===== config.mk =====
export PLATFORM = sky130hd
export DESIGN_NAME = morse_element_detector
export DESIGN_NICKNAME = d
export VERILOG_FILES = /design/src/rtl/morse_pkg.sv /design/src/rtl/morse_elem_fifo.sv /design/src/rtl/morse_element_detector.sv
export SDC_FILE = /design/constraint.sdc
export NUM_CORES = 1
export LEC_CHECK = 0
export ABC_AREA = 1
export BUFFER_PORTS_ARGS = -buffer_cell sky130_fd_sc_hd__buf_2
export CAP_MARGIN = 15
export CORE_UTILIZATION = 42
export DETAILED_ROUTE_END_ITERATION = 8
export GPL_TIMING_DRIVEN = 0
export SYNTH_ARGS = -nofsm -noshare
export SYNTH_HDL_FRONTEND = slang
export SYNTH_SLANG_ARGS = --single-unit

===== constraint.sdc =====
create_clock -name clk -period 3.1 [get_ports clk]
set_clock_uncertainty 0.05 [all_clocks]
set_input_delay 0.62 -clock clk [delete_from_list [all_inputs] [get_ports clk]]
set_output_delay 0.62 -clock clk [all_outputs]
set_load 0.02 [all_outputs]

===== src/rtl/morse_pkg.sv =====
// Shared definitions for the Morse element detector: element codes,
// FSM state encoding, default timing and a saturating increment helper.
package morse_pkg;

  // Nominal dot length in clk cycles when the parent does not override it.
  localparam int unsigned DOT_TIME_DEFAULT = 1000000;

  // Element codes as delivered on elem_code.
  typedef enum logic [1:0] {
    ELEM_DOT  = 2'b00,
    ELEM_DASH = 2'b01,
    ELEM_LGAP = 2'b10,
    ELEM_WGAP = 2'b11
  } elem_code_t;

  // Element-timing FSM states.
  typedef enum logic [1:0] {
    IDLE       = 2'b00,
    MARK       = 2'b01,
    GAP_SHORT  = 2'b10,
    GAP_LETTER = 2'b11
  } state_t;

  // Increment that sticks at all-ones instead of wrapping.
  function automatic logic [31:0] sat_inc(input logic [31:0] v);
    return (v == '1) ? v : v + 32'd1;
  endfunction

endpackage


===== src/rtl/morse_elem_fifo.sv =====
// Small registered FIFO for detected elements. No fall-through: a pushed
// entry is visible on head/valid from the cycle after the push. A push into
// a full FIFO is accepted only when a pop happens in the same cycle;
// otherwise it is dropped and the sticky overflow flag is set.
module morse_elem_fifo #(
  parameter int unsigned DEPTH = 4,
  parameter int unsigned WIDTH = 2
) (
  input  logic             clk,
  input  logic             reset,
  input  logic             push,
  input  logic [WIDTH-1:0] push_data,
  input  logic             pop,
  output logic             valid,
  output logic [WIDTH-1:0] head,
  output logic             overflow
);

  localparam int unsigned PW = (DEPTH > 1) ? $clog2(DEPTH) : 1;
  localparam int unsigned CW = $clog2(DEPTH + 1);

  logic [WIDTH-1:0] mem [DEPTH];
  logic [PW-1:0]    wr_ptr;
  logic [PW-1:0]    rd_ptr;
  logic [CW-1:0]    count;
  logic             empty;
  logic             full;
  logic             do_pop;
  logic             do_push;

  function automatic logic [PW-1:0] ptr_inc(input logic [PW-1:0] p);
    return (p == PW'(DEPTH - 1)) ? '0 : p + PW'(1);
  endfunction

  assign empty   = (count == '0);
  assign full    = (count == CW'(DEPTH));
  assign do_pop  = pop && !empty;
  // When full, the simultaneous pop frees the slot the write lands in.
  assign do_push = push && (!full || do_pop);

  assign valid = !empty;
  assign head  = empty ? '0 : mem[rd_ptr];

  // Storage array; written only on an accepted push.
  always_ff @(posedge clk) begin
    if (do_push) begin
      mem[wr_ptr] <= push_data;
    end
  end

  // Pointers, occupancy and the sticky drop flag.
  always_ff @(posedge clk) begin
    if (reset) begin
      wr_ptr   <= '0;
      rd_ptr   <= '0;
      count    <= '0;
      overflow <= 1'b0;
    end else begin
      if (do_push) begin
        wr_ptr <= ptr_inc(wr_ptr);
      end
      if (do_pop) begin
        rd_ptr <= ptr_inc(rd_ptr);
      end
      case ({do_push, do_pop})
        2'b10:   count <= count + CW'(1);
        2'b01:   count <= count - CW'(1);
        default: count <= count;
      endcase
      if (push && !do_push) begin
        overflow <= 1'b1;
      end
    end
  end

endmodule


===== src/rtl/morse_element_detector.sv =====
// Morse key element detector: synchronizes and debounces the raw key,
// times marks and spaces against DOT_TIME, and queues dot / dash /
// letter-gap / word-gap codes into a 4-entry FIFO for a consumer.
module morse_element_detector
  import morse_pkg::*;
#(
  parameter int unsigned DOT_TIME      = DOT_TIME_DEFAULT,
  parameter int unsigned DEBOUNCE_TIME = 50000
) (
  input  logic       clk,
  input  logic       reset,
  input  logic       key_in,
  output logic       key_clean,
  output logic       elem_valid,
  input  logic       elem_ready,
  output logic [1:0] elem_code,
  output logic       overflow
);

  localparam logic [31:0] DASH_MIN = 32'(2 * DOT_TIME);
  localparam logic [31:0] LGAP_AT  = 32'(2 * DOT_TIME);
  localparam logic [31:0] WGAP_AT  = 32'(5 * DOT_TIME);

  logic        sync1;
  logic        sync2;
  logic [31:0] db_cnt;

  state_t      state;
  state_t      state_n;
  logic [31:0] dur;
  logic [31:0] dur_n;
  logic        push;
  elem_code_t  push_code;

  // Two-flop synchronizer for the asynchronous key input.
  always_ff @(posedge clk) begin
    if (reset) begin
      sync1 <= 1'b0;
      sync2 <= 1'b0;
    end else begin
      sync1 <= key_in;
      sync2 <= sync1;
    end
  end

  // Debounce: adopt the synchronized level only after it has differed from
  // key_clean for DEBOUNCE_TIME consecutive cycles.
  always_ff @(posedge clk) begin
    if (reset) begin
      db_cnt    <= '0;
      key_clean <= 1'b0;
    end else if (sync2 == key_clean) begin
      db_cnt <= '0;
    end else if (({1'b0, db_cnt} + 33'd1) >= 33'(DEBOUNCE_TIME)) begin
      db_cnt    <= '0;
      key_clean <= sync2;
    end else begin
      db_cnt <= db_cnt + 32'd1;
    end
  end

  // FSM state and duration counter registers.
  always_ff @(posedge clk) begin
    if (reset) begin
      state <= IDLE;
      dur   <= '0;
    end else begin
      state <= state_n;
      dur   <= dur_n;
    end
  end

  // Next-state, duration update and element push decisions.
  always_comb begin
    state_n   = state;
    dur_n     = dur;
    push      = 1'b0;
    push_code = ELEM_DOT;
    case (state)
      IDLE: begin
        if (key_clean) begin
          state_n = MARK;
          dur_n   = 32'd1;
        end
      end
      MARK: begin
        if (key_clean) begin
          dur_n = sat_inc(dur);
        end else begin
          push      = 1'b1;
          push_code = (dur >= DASH_MIN) ? ELEM_DASH : ELEM_DOT;
          state_n   = GAP_SHORT;
          dur_n     = 32'd1;
        end
      end
      GAP_SHORT: begin
        if (key_clean) begin
          state_n = MARK;
          dur_n   = 32'd1;
        end else begin
          dur_n = sat_inc(dur);
          if (dur_n >= LGAP_AT) begin
            push      = 1'b1;
            push_code = ELEM_LGAP;
            state_n   = GAP_LETTER;
          end
        end
      end
      GAP_LETTER: begin
        if (key_clean) begin
          state_n = MARK;
          dur_n   = 32'd1;
        end else begin
          dur_n = sat_inc(dur);
          if (dur_n >= WGAP_AT) begin
            push      = 1'b1;
            push_code = ELEM_WGAP;
            state_n   = IDLE;
            dur_n     = '0;
          end
        end
      end
      default: begin
        state_n = IDLE;
        dur_n   = '0;
      end
    endcase
  end

  morse_elem_fifo #(
    .DEPTH (4),
    .WIDTH (2)
  ) u_fifo (
    .clk       (clk),
    .reset     (reset),
    .push      (push),
    .push_data (push_code),
    .pop       (elem_ready),
    .valid     (elem_valid),
    .head      (elem_code),
    .overflow  (overflow)
  );

endmodule


==> out/qor.csv <==
stage;metric;value;unit
clocking;hold buffer count at cts;0;
synthesis;Post-synth top flop;dfxtp_1;
placed_design;Post-DP HPWL;10550;um
synthesis;count of cell types in the netlist;46;
finish;Multi-input gate area;0.003390;mm2
grt;first-pass GRT wire length;23100;um
placed_design;Final Wtd Congestion;0.9534;
die;Die W;114.9;um
power_and_ir_drop;Peak VDD IR;0.2455;mV
die;die area;0.01321;mm2
die;Initial Util;43.87;%
finish;number of fill cells;1268;
hold_path;WHS Path Cells;2;
sta;final setup TNS;0;ns
placed_design;pre-CTS WS;-0.4961;ns
routing;routed wire length;14210;um
placed_design;IO buf count;7;
clocking;root buf cell;clkbuf_16;
synthesis;post-synth top area share;29.52;%
power_and_ir_drop;P_sw;1.070;mW
power_and_ir_drop;P_leak;2.692;nW
status;outcome;completed;
clocking;H-tree depth;3;
synthesis;Post-synth top cells;nand2_1, nor2_1, inv_1;
sta;Tmin final;3.051;ns
grt;layer with the highest usage;met2;
setup_path;type of element launching the critical path;flip-flop;
power_and_ir_drop;internal power;2.114;mW
job;number of max-cap violations;0;
synthesis;Warnings, synthesis;0;
grt;met1 Usage GRT;29.12;%
synthesis;Mean Syn Cell Area;6.590;um2
finish;share of post-route cells with drive strength above 1;17.85;%
clocking;TritonCTS Buffers;9;
power_and_ir_drop;combinational share of power;24.8;%
grt;met2 usage;35.78;%
power_and_ir_drop;sw frac;33.61;%
placed_design;area post-placement;0.005659;mm2
clocking;clk slew on worst S/H paths;0.07;ns
die;IO Count;9;
power_and_ir_drop;clock share of power;34.0;%
setup_path;CP Data Required Time;3.29;ns
routing;number of remaining DRC errors;0;
finish;Design Area, Final;0.006434;mm2
finish;number of diodes;0;
routing;Via density;4.999;
synthesis;sequential area share after synthesis;34.00;%
routing;Avg WL per Cell;13.63;um
grt;initial antenna violation count;0;
clocking;Worst-Skew Late Latency;0.35;ns
clocking;CTS Sinks;87;
sta;RSZ-0062 raised after global routing;yes;
hold_path;hold crit path type;reg2reg;
sta;fin worst setup slack;0.04882;ns
finish;Area Growth Syn to Fin;20.08;%
routing;routed vias;5209;
synthesis;asr flop ratio synth;0;%
grt;grt ovf;0;
sta;Slew @ Worst Pin;0.7344;ns
die;Die Ht;114.9;um
grt;GRT met3 Usage;5.008;%
finish;Reg area;0.001847;mm2
setup_path;signal arrival time at the worst endpoint;3.24;ns
sta;fmax;0.3277;GHz
routing;Antenna Nets Post-Route;0;
finish;Final nets;883;
routing;DRT Pass-1 Iters;5;
clocking;TritonCTS clock tree;yes;
sta;Final Cycle Share;98.43;%
sta;slew margin rel.;51.04;%
synthesis;Post-Synthesis Cells;813;
sta;final-report hold violation count;0;
grt;largest net degree at the start of global routing;15;
setup_path;Crit Path Max Fanout;6;
setup_path;CP Class;reg2reg;
clocking;Clock Path Buffers;2;
synthesis;Yosys reg bits;87;
die;row cnt;40;
grt;vias in the first global route;4876;
sta;Hold WS;0.3636;ns
power_and_ir_drop;sequential share of power;41.2;%
setup_path;FF-to-FF path depth;22;
setup_path;CP Capture Type;flip-flop;
synthesis;Netlist Area Pre-Place;0.005358;mm2
sta;Final Max Tran Viols;0;
synthesis;count leader, synth;nand2_1;
die;CORE AREA;0.01221;mm2
power_and_ir_drop;Final Power;3.184;mW
grt;All-Layer GR Usage;22.59;%
synthesis;synth top area cells;dfxtp_1, nand2_1, nor2_1;
power_and_ir_drop;P per Cell Area;494.9;mW/mm2
routing;Initial DRC Count;424;
synthesis;Post-synth EDFFs;8;
synthesis;Synth area leader;dfxtp_1;
sta;final setup vio count;0;
-- layer usage --
layer  wire (um)  share of wire [%]
met2        6506                 46
met1        6680                 47
met3         593                4.2
met5           0                  0
met4         425                3.0
-- power groups by stage --
stage | Sequential, mW | Clock (mW) | Combinational, mW
2_1_floorplan | 1.31 | 0 | 0.531
3_3_place_gp | 1.33 | 0 | 0.691
3_5_place_dp | 1.33 | 0 | 0.715
4_1_cts | 1.32 | 1.10 | 0.724
5_1_grt | 1.33 | 1.16 | 0.883
6_report | 1.31 | 1.08 | 0.789
-- layout by cell type (no fill, tap or decap), types with 18 or more instances in the layout --
master,Yosys,final
nand2_2,6,18
inv_1,86,84
a21oi_1,41,40
o21ai_0,19,19
nand3_1,54,49
nor2_1,138,118
xor2_1,28,28
buf_4,1,23
dfxtp_1,79,63
nor2_2,7,22
nand2_1,230,212
-- metrics by stage --
step	util, %	cells
CTS	49.46	1023
global route	52.68	1042
global placement	46.34	1003
detailed placement	46.34	1003
floorplan	-	828
finish	52.68	1042
-- state kept, by name (all words and copies together) (netlist names), named ones only --
signal and count:
key_clean 1, u_fifo.wr_ptr 2, dur 32, db_cnt 32
u_fifo.rd_ptr 2, u_fifo.count 3, sync2 1, sync1 1
state 2, u_fifo.mem 8, u_fifo.overflow 1
-- kinds of logic after synthesis --
logic type,synth area share [%]
AND/OR/NAND/NOR,40.94
buffers and inverters,8.197
flip-flops,34.00
AO/OA/AOI/OAI,8.267
XOR/XNOR,6.049
adder cells (fa/ha/maj),2.476
other,0.06999
-- repair_timing --
action	CTS	global route
pin swaps	3	29
endpoints found under the setup margin	58	34
setup buffers	4	18
gates cloned	0	1
resized for setup	16	75
-- critical path, cell delays in order (launching register included) --
cell	delay (ns)
dfxtp_4	0.40
ha_4	0.18
inv_4	0.05
nor2_4	0.18
nand2_4	0.09
nor2_4	0.17
nand2_4	0.13
clkbuf_16	0.20
nand2_4	0.07
nand2_2	0.06
nor2_2	0.11
nand2_1	0.07
nor2_2	0.11
nand2_2	0.08
nand2_2	0.09
nand2_4	0.06
nand3_4	0.09
nor2_4	0.05
fa_2	0.37
nand4_1	0.11
nand3_2	0.08
nand2_1	0.06
nor2_1	0.06
-- layout make-up --
| cell class | count | area share [%] |
|---|---|---|
| multi-input cells | 634 | 52.68 |
| flip-flops and latches | 87 | 28.70 |
| inverters | 92 | 5.504 |
| repair buffers | 30 | 3.695 |
| clock buffers | 11 | 3.617 |
| well taps | 168 | 3.267 |
| plain buffers | 15 | 1.653 |
| clock inverters | 5 | 0.8751 |
-- final timing paths --
kind                from               to  slack [ns]
setup reg to reg  dur[0]  u_fifo.count[2]        0.05
hold / removal     sync1            sync2        0.36
hold reg to reg    sync1            sync2        0.36
setup / recovery  dur[0]  u_fifo.count[2]        0.05
(Power assumes the default switching activity.)
